===== src/rtl/jk_down_counter_if.sv =====
// Control/status bundle for jk_down_counter: load/din/en in, q/tc/busy/done out.
interface jk_down_counter_if #(
  parameter int WIDTH = 5
);
  logic             load;
  logic [WIDTH-1:0] din;
  logic             en;
  logic [WIDTH-1:0] q;
  logic             tc;
  logic             busy;
  logic             done;

  modport master (output load, din, en, input q, tc, busy, done);
  modport slave  (input load, din, en, output q, tc, busy, done);
endinterface


===== src/rtl/jk_down_counter.sv =====
// Programmable down counter from toggle-mode JK bits with terminal-count pulse.
// Define JKDOWN_RELOAD_EN to auto-reload the last loaded value after each 1->0 step.
module jk_down_counter #(
  parameter int WIDTH = 5
) (
  input logic              clk,
  input logic              clear,
  jk_down_counter_if.slave bus
);
  typedef enum logic [1:0] {IDLE, RUN, DONE} state_t;

  state_t           state_q, state_d;
  logic [WIDTH-1:0] q_q, q_d;
  logic             tc_q, tc_d;
  logic             busy_q, busy_d;
  logic             done_q, done_d;
  logic [WIDTH-1:0] t;
  logic             dec;
  logic             q_one;
  logic             q_zero;

  // Load outranks counting, so a load on the final step suppresses tc.
  assign dec    = (state_q == RUN) && bus.en && !bus.load;
  assign q_one  = (q_q == WIDTH'(1));
  assign q_zero = (q_q == '0);

  // Borrow chain: bit i toggles when every lower bit is already 0.
  assign t[0] = dec;
  for (genvar i = 1; i < WIDTH; i++) begin : g_borrow
    assign t[i] = t[i-1] & ~q_q[i-1];
  end

`ifdef JKDOWN_RELOAD_EN
  logic [WIDTH-1:0] reload_q, reload_d;
`endif

  always_comb begin
    state_d = state_q;
    q_d     = q_q;
    tc_d    = 1'b0;
`ifdef JKDOWN_RELOAD_EN
    reload_d = reload_q;
`endif
    if (bus.load) begin
      q_d     = bus.din;
      state_d = (bus.din != '0) ? RUN : DONE;
`ifdef JKDOWN_RELOAD_EN
      reload_d = bus.din;
`endif
    end else if (dec) begin
`ifdef JKDOWN_RELOAD_EN
      // Zero is a visible count step here; the next enabled edge restarts.
      if (q_zero) q_d = reload_q;
      else        q_d = q_q ^ t;
      tc_d = q_one;
`else
      if (!q_zero) q_d = q_q ^ t;
      tc_d = q_one;
      if (q_one) state_d = DONE;
`endif
    end
    busy_d = (state_d == RUN);
    done_d = (state_d == DONE);
  end

  always_ff @(posedge clk or negedge clear) begin
    if (!clear) begin
      state_q <= IDLE;
      q_q     <= '0;
      tc_q    <= 1'b0;
      busy_q  <= 1'b0;
      done_q  <= 1'b0;
`ifdef JKDOWN_RELOAD_EN
      reload_q <= '0;
`endif
    end else begin
      state_q <= state_d;
      q_q     <= q_d;
      tc_q    <= tc_d;
      busy_q  <= busy_d;
      done_q  <= done_d;
`ifdef JKDOWN_RELOAD_EN
      reload_q <= reload_d;
`endif
    end
  end

  assign bus.q    = q_q;
  assign bus.tc   = tc_q;
  assign bus.busy = busy_q;
  assign bus.done = done_q;
endmodule


===== src/flat_wrapper.sv =====
// flat-port wrapper written by rule: the top's interface ports become plain ports
module jk_down_counter_flat 
#(
  parameter int WIDTH = 5
)
  (clk, clear, bus_load, bus_din, bus_en, bus_q, bus_tc, bus_busy, bus_done);
  jk_down_counter_if #(.WIDTH(WIDTH)) bus_i ();
  input logic clk;
  input logic clear;
  input wire logic [$bits(bus_i.load)-1:0] bus_load;
  input wire logic [$bits(bus_i.din)-1:0] bus_din;
  input wire logic [$bits(bus_i.en)-1:0] bus_en;
  output wire logic [$bits(bus_i.q)-1:0] bus_q;
  output wire logic [$bits(bus_i.tc)-1:0] bus_tc;
  output wire logic [$bits(bus_i.busy)-1:0] bus_busy;
  output wire logic [$bits(bus_i.done)-1:0] bus_done;
  assign bus_i.load = bus_load;
  assign bus_i.din = bus_din;
  assign bus_i.en = bus_en;
  assign bus_q = bus_i.q;
  assign bus_tc = bus_i.tc;
  assign bus_busy = bus_i.busy;
  assign bus_done = bus_i.done;
  jk_down_counter #(.WIDTH(WIDTH)) u_core (.clk(clk), .clear(clear), .bus(bus_i));
endmodule

===== config.mk =====
export PLATFORM = sky130hd
export DESIGN_NAME = jk_down_counter_flat
export DESIGN_NICKNAME = d
export VERILOG_FILES = /design/src/rtl/jk_down_counter_if.sv /design/src/rtl/jk_down_counter.sv /design/src/flat_wrapper.sv
export SDC_FILE = /design/constraint.sdc
export NUM_CORES = 1
export LEC_CHECK = 0
export ABC_AREA = 1
export CAP_MARGIN = 25
export CORE_MARGIN = 2
export CORE_UTILIZATION = 45
export CTS_BUF_LIST = sky130_fd_sc_hd__clkbuf_4 sky130_fd_sc_hd__clkbuf_8
export CTS_CLUSTER_SIZE = 8
export DETAILED_ROUTE_END_ITERATION = 7
export HOLD_SLACK_MARGIN = 0.06
export PLACE_DENSITY = 0.76
export SLEW_MARGIN = 20
export SYNTH_ARGS = -nofsm -noshare
export SYNTH_HDL_FRONTEND = slang
export SYNTH_SLANG_ARGS = --single-unit

===== constraint.sdc =====
create_clock -name clk -period 1.8 [get_ports clk]
set_input_delay 0.45 -clock clk [delete_from_list [all_inputs] [get_ports clk]]
set_output_delay 0.45 -clock clk [all_outputs]
set_load 0.01 [all_outputs]

==> results of run 1 <==
-- flip-flops by register name (all words and copies together) (netlist names) --
| name | count |
|---|---|
| u_core.bus.tc | 1 |
| u_core.bus.busy | 1 |
| u_core.bus.q | 5 |
| u_core.state_q | 2 |
| u_core.bus.done | 1 |
-- layer usage --
layer | GRT usage [%] | vias up | wire length [um]
li1 | - | 297 | -
met1 | 21.2 | 271 | 518
met2 | 36.3 | 16 | 663
met4 | 10.0 | 0 | 29
met3 | 4.89 | 5 | 73
met5 | 0 | - | 0
-- kinds of logic (layout without fill, tap and decap cells) --
family,count (synthesis),after routing
flops,10,10
simple gates,47,47
buf+inv,15,36
compound gates,5,5
fa+ha+maj,4,4
-- worst max-delay path by stage --
stage / start / end / cells after the start
3_5_place_dp: bus_en / u_core.bus.q[3] / 10
4_1_cts: u_core.bus.q[4] / bus_q[4] / 1
2_1_floorplan: bus_en / u_core.bus.q[3] / 9
3_3_place_gp: bus_en / u_core.bus.q[3] / 10
5_1_grt: u_core.state_q[1] / u_core.bus.q[4] / 13
6_report: u_core.bus.q[2] / bus_q[2] / 1
-- power by group --
group          total [uW]  leakage [uW]  switching (uW)  internal (uW)
clock network         213     0.0000210            89.5            123
registers             312      0.000121            43.7            268
logic                 320      0.000288             164            156
total                 844      0.000430             297            547
-- cell usage in the layout (no fill, tap or decap), types with 2 or more instances in the layout --
| cell type | count |
|---|---|
| nor2_2 | 5 |
| dfrtp_1 | 9 |
| nand3_1 | 12 |
| clkdlybuf4s50_1 | 14 |
| clkbuf_4 | 3 |
| nand2_1 | 20 |
| ha_4 | 2 |
| nor2_1 | 5 |
| o21ai_0 | 3 |
| inv_2 | 2 |
| inv_1 | 12 |
| buf_4 | 2 |
| dlygate4sd2_1 | 2 |
-- through the flow --
step	cell area, um2	cells
6_report	868	117
5_1_grt	868	117
4_1_cts	852	117
2_1_floorplan	616	81
3_5_place_dp	798	113
3_3_place_gp	798	113
-- final cells by class --
type	count	area [um2]	share of cell area [%]
sequential	10	251	29.0
clock buffer	4	36.3	4.18
tap	15	18.8	2.16
timing repair buffer	18	173	19.9
multi-input combinational	56	337	38.8
inverter	14	52.6	6.05
-- timing repair --
item                       4_1_cts  5_1_grt
pin swaps                        5        1
setup endpoints to repair        2        3
gates resized for setup          8        3
==> impl_metrics.ini, run 1 <==
[global_routing]
grt.total_usage_pct = 20.1
first_global_vias = 553
grt_max_degree = 14
antenna_found_initial = 0
grt_overflow_total = 0
grt_pass1_wl_um = 2130

[layout]
nets = 116
drive_above_1_share_pct = 20.6
fin_util_pct = 67.6
syn_to_final_growth_pct = 41.1
fillers = 112
antenna_cells = 0

[clock_network]
clkSinkCount = 10
postCtsSetupRepairBufs = 0
htreeDepth = 1
cts_max_path_buffers = 2
clk_latency_ps = 280
cts_tree = done
path_clk_slew_ps = 80
holdBufCountCts = 0
cts_root_buf = clkbuf_4
cts_buffers = 3

[synthesis]
synth_top_family_by_area = simple AND/OR/NAND/NOR gates
ys_seq_area_share_pct = 40.7
synth_fa_ha_area_share_pct = 8.13
async_flop_share_pct = 100
synthesis.nets = 94
yosys_most_used_dff = dfrtp_1
synth_area_per_cell_um2 = 7.60
ys_types = 15
synth-xor-area-share_pct = 0
synth_area_um2 = 616
synth_top_area_share_pct = 40.7
synth.most_common_cell = nand2_1
synth-compound-area-share_pct = 4.47
synth_top_cell_by_area = dfrtp_1
synth_mux_area_share_pct = 0
yosysWarnings = 0
synthSimpleGateAreaFrac_pct = 36.4
synth_area_leaders = dfrtp_1 (41%), nand2_1 (12%), nand3_1 (9.8%)
ys_ff_latch = 10
yosys-top-cells-count = nand2_1 (20), inv_1 (12), nand3_1 (12)
synthCells = 81
synth_enable_flop_cells = 0

[route]
vias_per_cell = 5.03
first_pass_iters = 4
routed_wl_um = 1290
drc_errors = 0
drtIter0Drc = 18
final_antenna_net_count = 0
vias = 589
routedWlPerCell_um = 11.0

[job]
drv_cap = 0

[timing]
tns_ps = 0
hold_viol_final = 0
fin_ws_ps = 83.9
finalCritPeriodShare_pct = 95.3
timing.fmax_ghz = 0.583
slew_headroom_pct = 71.2
period_minus_slack_ps = 1720
holdWs_ps = 469
fin_skew_ps = 10.3
slew_violations = 0
setup_viol = 0
worst_slew_pin_slew_ps = 431

[worst_hold_path]
min_path_type = primary input to asynchronous set/reset pin

[worst_setup_path]
cp_max_fo = 4
rrSetupSlack_ps = 150
startpoint_type = flop
r2r_cells = 10
worstReg2RegStart = u_core.state_q[1]
critPathSlowestCell = clkdlybuf4s50_1
worstPathArrival_ps = 1270
r2r_end = u_core.bus.q[3]
crit_buf_inv = 1
cp.required_ps = 1350
cpPeakStageDelay_ps = 560
critical_path_class = flop to output pin
cp_top_family = buffers and inverters
cp-end-kind = output pin
cp_cell_sequence = clkdlybuf4s50_1

[floorplanning]
initial_utilization_pct = 47.9
top_level_ports = 17
die_area_um2 = 1680
die_x_um = 41.0
core-area_um2 = 1280
die_height_um = 41.0
rows = 13

[power]
power_density_nw_per_um2 = 972
ir_worst_vdd_mv = 0.463
power_uw = 844
p_leak_uw = 0.000430

[placement]
pre_cts_ws_ps = -397
port-buffer-count = 16
hpwlAfterDp_um = 971
gp_congestion = 0.803

[run_status]
outcome = finished, final reports clean
Note: power is estimated with default switching activity, not from simulation.
==> run 2, diff against run 1 <==
==> constraint.sdc (replaced) <==
create_clock -name clk -period 1.8 [get_ports clk]
set_input_delay 0.18 -clock clk [delete_from_list [all_inputs] [get_ports clk]]
set_output_delay 0.18 -clock clk [all_outputs]
set_load 0.01 [all_outputs]
==> run 2 against run 1 <==
Compared with the run above: register-to-register slack about the same; power up 2.5%; sequential power about the same; clock-buffer cell count unchanged; cell count up 0.85%; first-iteration DRC count down 28%; via count up 0.17%; highest routed layer is now met3; clock power down 2%; routed wire length up 15%; non-clock buffer count up 1; worst setup slack better by 64 ps; design area up 2.4%; critical path type is now flop to flop.
==> impl_metrics.ini, run 2 (synthesis results as in run 1) <==
[power]
power_density_nw_per_um2 = 973
power_uw = 865
p_leak_uw = 0.000433
ir_worst_vdd_mv = 0.478

[worst_setup_path]
cp_top_family = adder cells
cp_max_fo = 2
cp-end-kind = flop
critical_path_class = flop to flop
cp.required_ps = 1970
worstPathArrival_ps = 1820
crit_buf_inv = 1
critPathSlowestCell = dfrtp_1
cpPeakStageDelay_ps = 370
startpoint_type = flop
cp_cell_sequence = inv_2, nand3_2, nor2_2, ha_2, ha_4, ha_4, ha_4, nand2_1, nand3_1, nand2_1, nand3_2, nand2_1

[clock_network]
htreeDepth = 1
cts_max_path_buffers = 2
cts_root_buf = clkbuf_4
clk_latency_ps = 270
path_clk_slew_ps = 80
clkSinkCount = 10
cts_buffers = 3
holdBufCountCts = 0
cts_tree = done

[floorplanning]
core-area_um2 = 1280
rows = 13
top_level_ports = 17
die_area_um2 = 1680
die_x_um = 41.0
die_height_um = 41.0
initial_utilization_pct = 47.9

[route]
final_antenna_net_count = 0
vias = 590
drc_errors = 0
drtIter0Drc = 13
routed_wl_um = 1480
routedWlPerCell_um = 12.5
first_pass_iters = 4
vias_per_cell = 5.00

[timing]
tns_ps = 0
timing.fmax_ghz = 0.605
finalCritPeriodShare_pct = 91.8
period_minus_slack_ps = 1650
rsz0062_at_grt = no
fin_skew_ps = 9.31
worst_slew_pin_slew_ps = 463
setup_viol = 0
slew_headroom_pct = 69.0
slew_violations = 0
hold_viol_final = 0

[global_routing]
grt_max_degree = 14
grt.total_usage_pct = 22.3
antenna_found_initial = 0
grt_overflow_total = 0
grt_pass1_wl_um = 2320
first_global_vias = 559

[layout]
final_common_cell = nand2_1
final_cell_mix = nand2_1 (20), clkdlybuf4s50_1 (16), inv_1 (11), nand3_1 (11), dfrtp_1 (10)
nets = 117
drive_above_1_share_pct = 23.3
syn_to_final_growth_pct = 44.5
final_area_um2 = 890
largest_reg_flops = 5
antenna_cells = 0
fillers = 118
fin_util_pct = 69.2

[job]
drv_cap = 0

[placement]
port-buffer-count = 16
hpwlAfterDp_um = 1040
place_area_um2 = 798
gp_congestion = 0.798

[worst_hold_path]
min_path_type = primary input to asynchronous set/reset pin

[run_status]
outcome = finished, final reports clean
[run 2: changes by cell type in the layout (fill, tap and decap cells not counted), sizes merged]
cell,previous run,this run
buf,2,3
clkdlybuf4s50,14,16
dlygate4sd2,2,0
[run 2: area by class of cell]
cell class	count	area, um2	area share (%)
multi-input combinational	56	349	39.2
sequential	10	250	28.1
timing repair buffer	19	183	20.5
inverter	14	52.6	5.91
clock buffer	4	36.3	4.08
tap	15	18.8	2.11
[run 2: power by group]
group | total [uW] | internal (uW) | switching [uW]
Combinational | 343 | 169 | 175
Clock | 208 | 123 | 85.3
Sequential | 314 | 267 | 47.3
Total | 865 | 558 | 307
[run 2: worst paths after layout]
check / start / slack, ps / depth (start not counted) / endpoint
worst min register to register: u_core.bus.q[0] / 570 / 2 / u_core.bus.q[0]
worst max-delay path: u_core.state_q[1] / 150 / 12 / u_core.bus.q[4]
worst max register to register: u_core.state_q[1] / 150 / 12 / u_core.bus.q[4]
worst min-delay path: clear / 220 / 1 / u_core.bus.q[3]
min in group clk: u_core.bus.q[0] / 570 / 2 / u_core.bus.q[0]
max in group asynchronous: clear / 1250 / 1 / u_core.state_q[0]
[run 2: per-stage QoR]
| stage | hold slack [ps] | cells | setup WS [ps] |
|---|---|---|---|
| final | 222 | 118 | 148 |
| after global routing | 254 | 118 | 8.34 |
| after CTS | 230 | 117 | 103 |
| after detailed placement | 526 | 113 | -129 |
| after global placement | 520 | 113 | -74.5 |
| after floorplan | -116 | 81 | 169 |
[run 2: what timing repair did]
item                                    CTS  global route
setup buffers                             0             1
endpoints found under the setup margin    0             2
resized for setup                         0            11
[run 2: per-layer routing]
| metal | up-vias | GRT usage [%] | share of wire, % | wire, um |
|---|---|---|---|---|
| met3 | 0 | 8.15 | 5.6 | 83 |
| met5 | - | 0 | 0 | 0 |
| li1 | 302 | - | - | - |
| met4 | 0 | 7.50 | 0 | 0 |
| met1 | 264 | 23.3 | 41 | 610 |
| met2 | 24 | 40.2 | 53 | 785 |
[run 2: worst register-to-register path, cell delays in order, from the launching register on]
cell and delay (ps):
dfrtp_1 370, inv_2 60, nand3_2 70, nor2_2 130
ha_2 210, ha_4 140, ha_4 130, ha_4 120
nand2_1 40, nand3_1 90, nand2_1 90, nand3_2 60
nand2_1 60
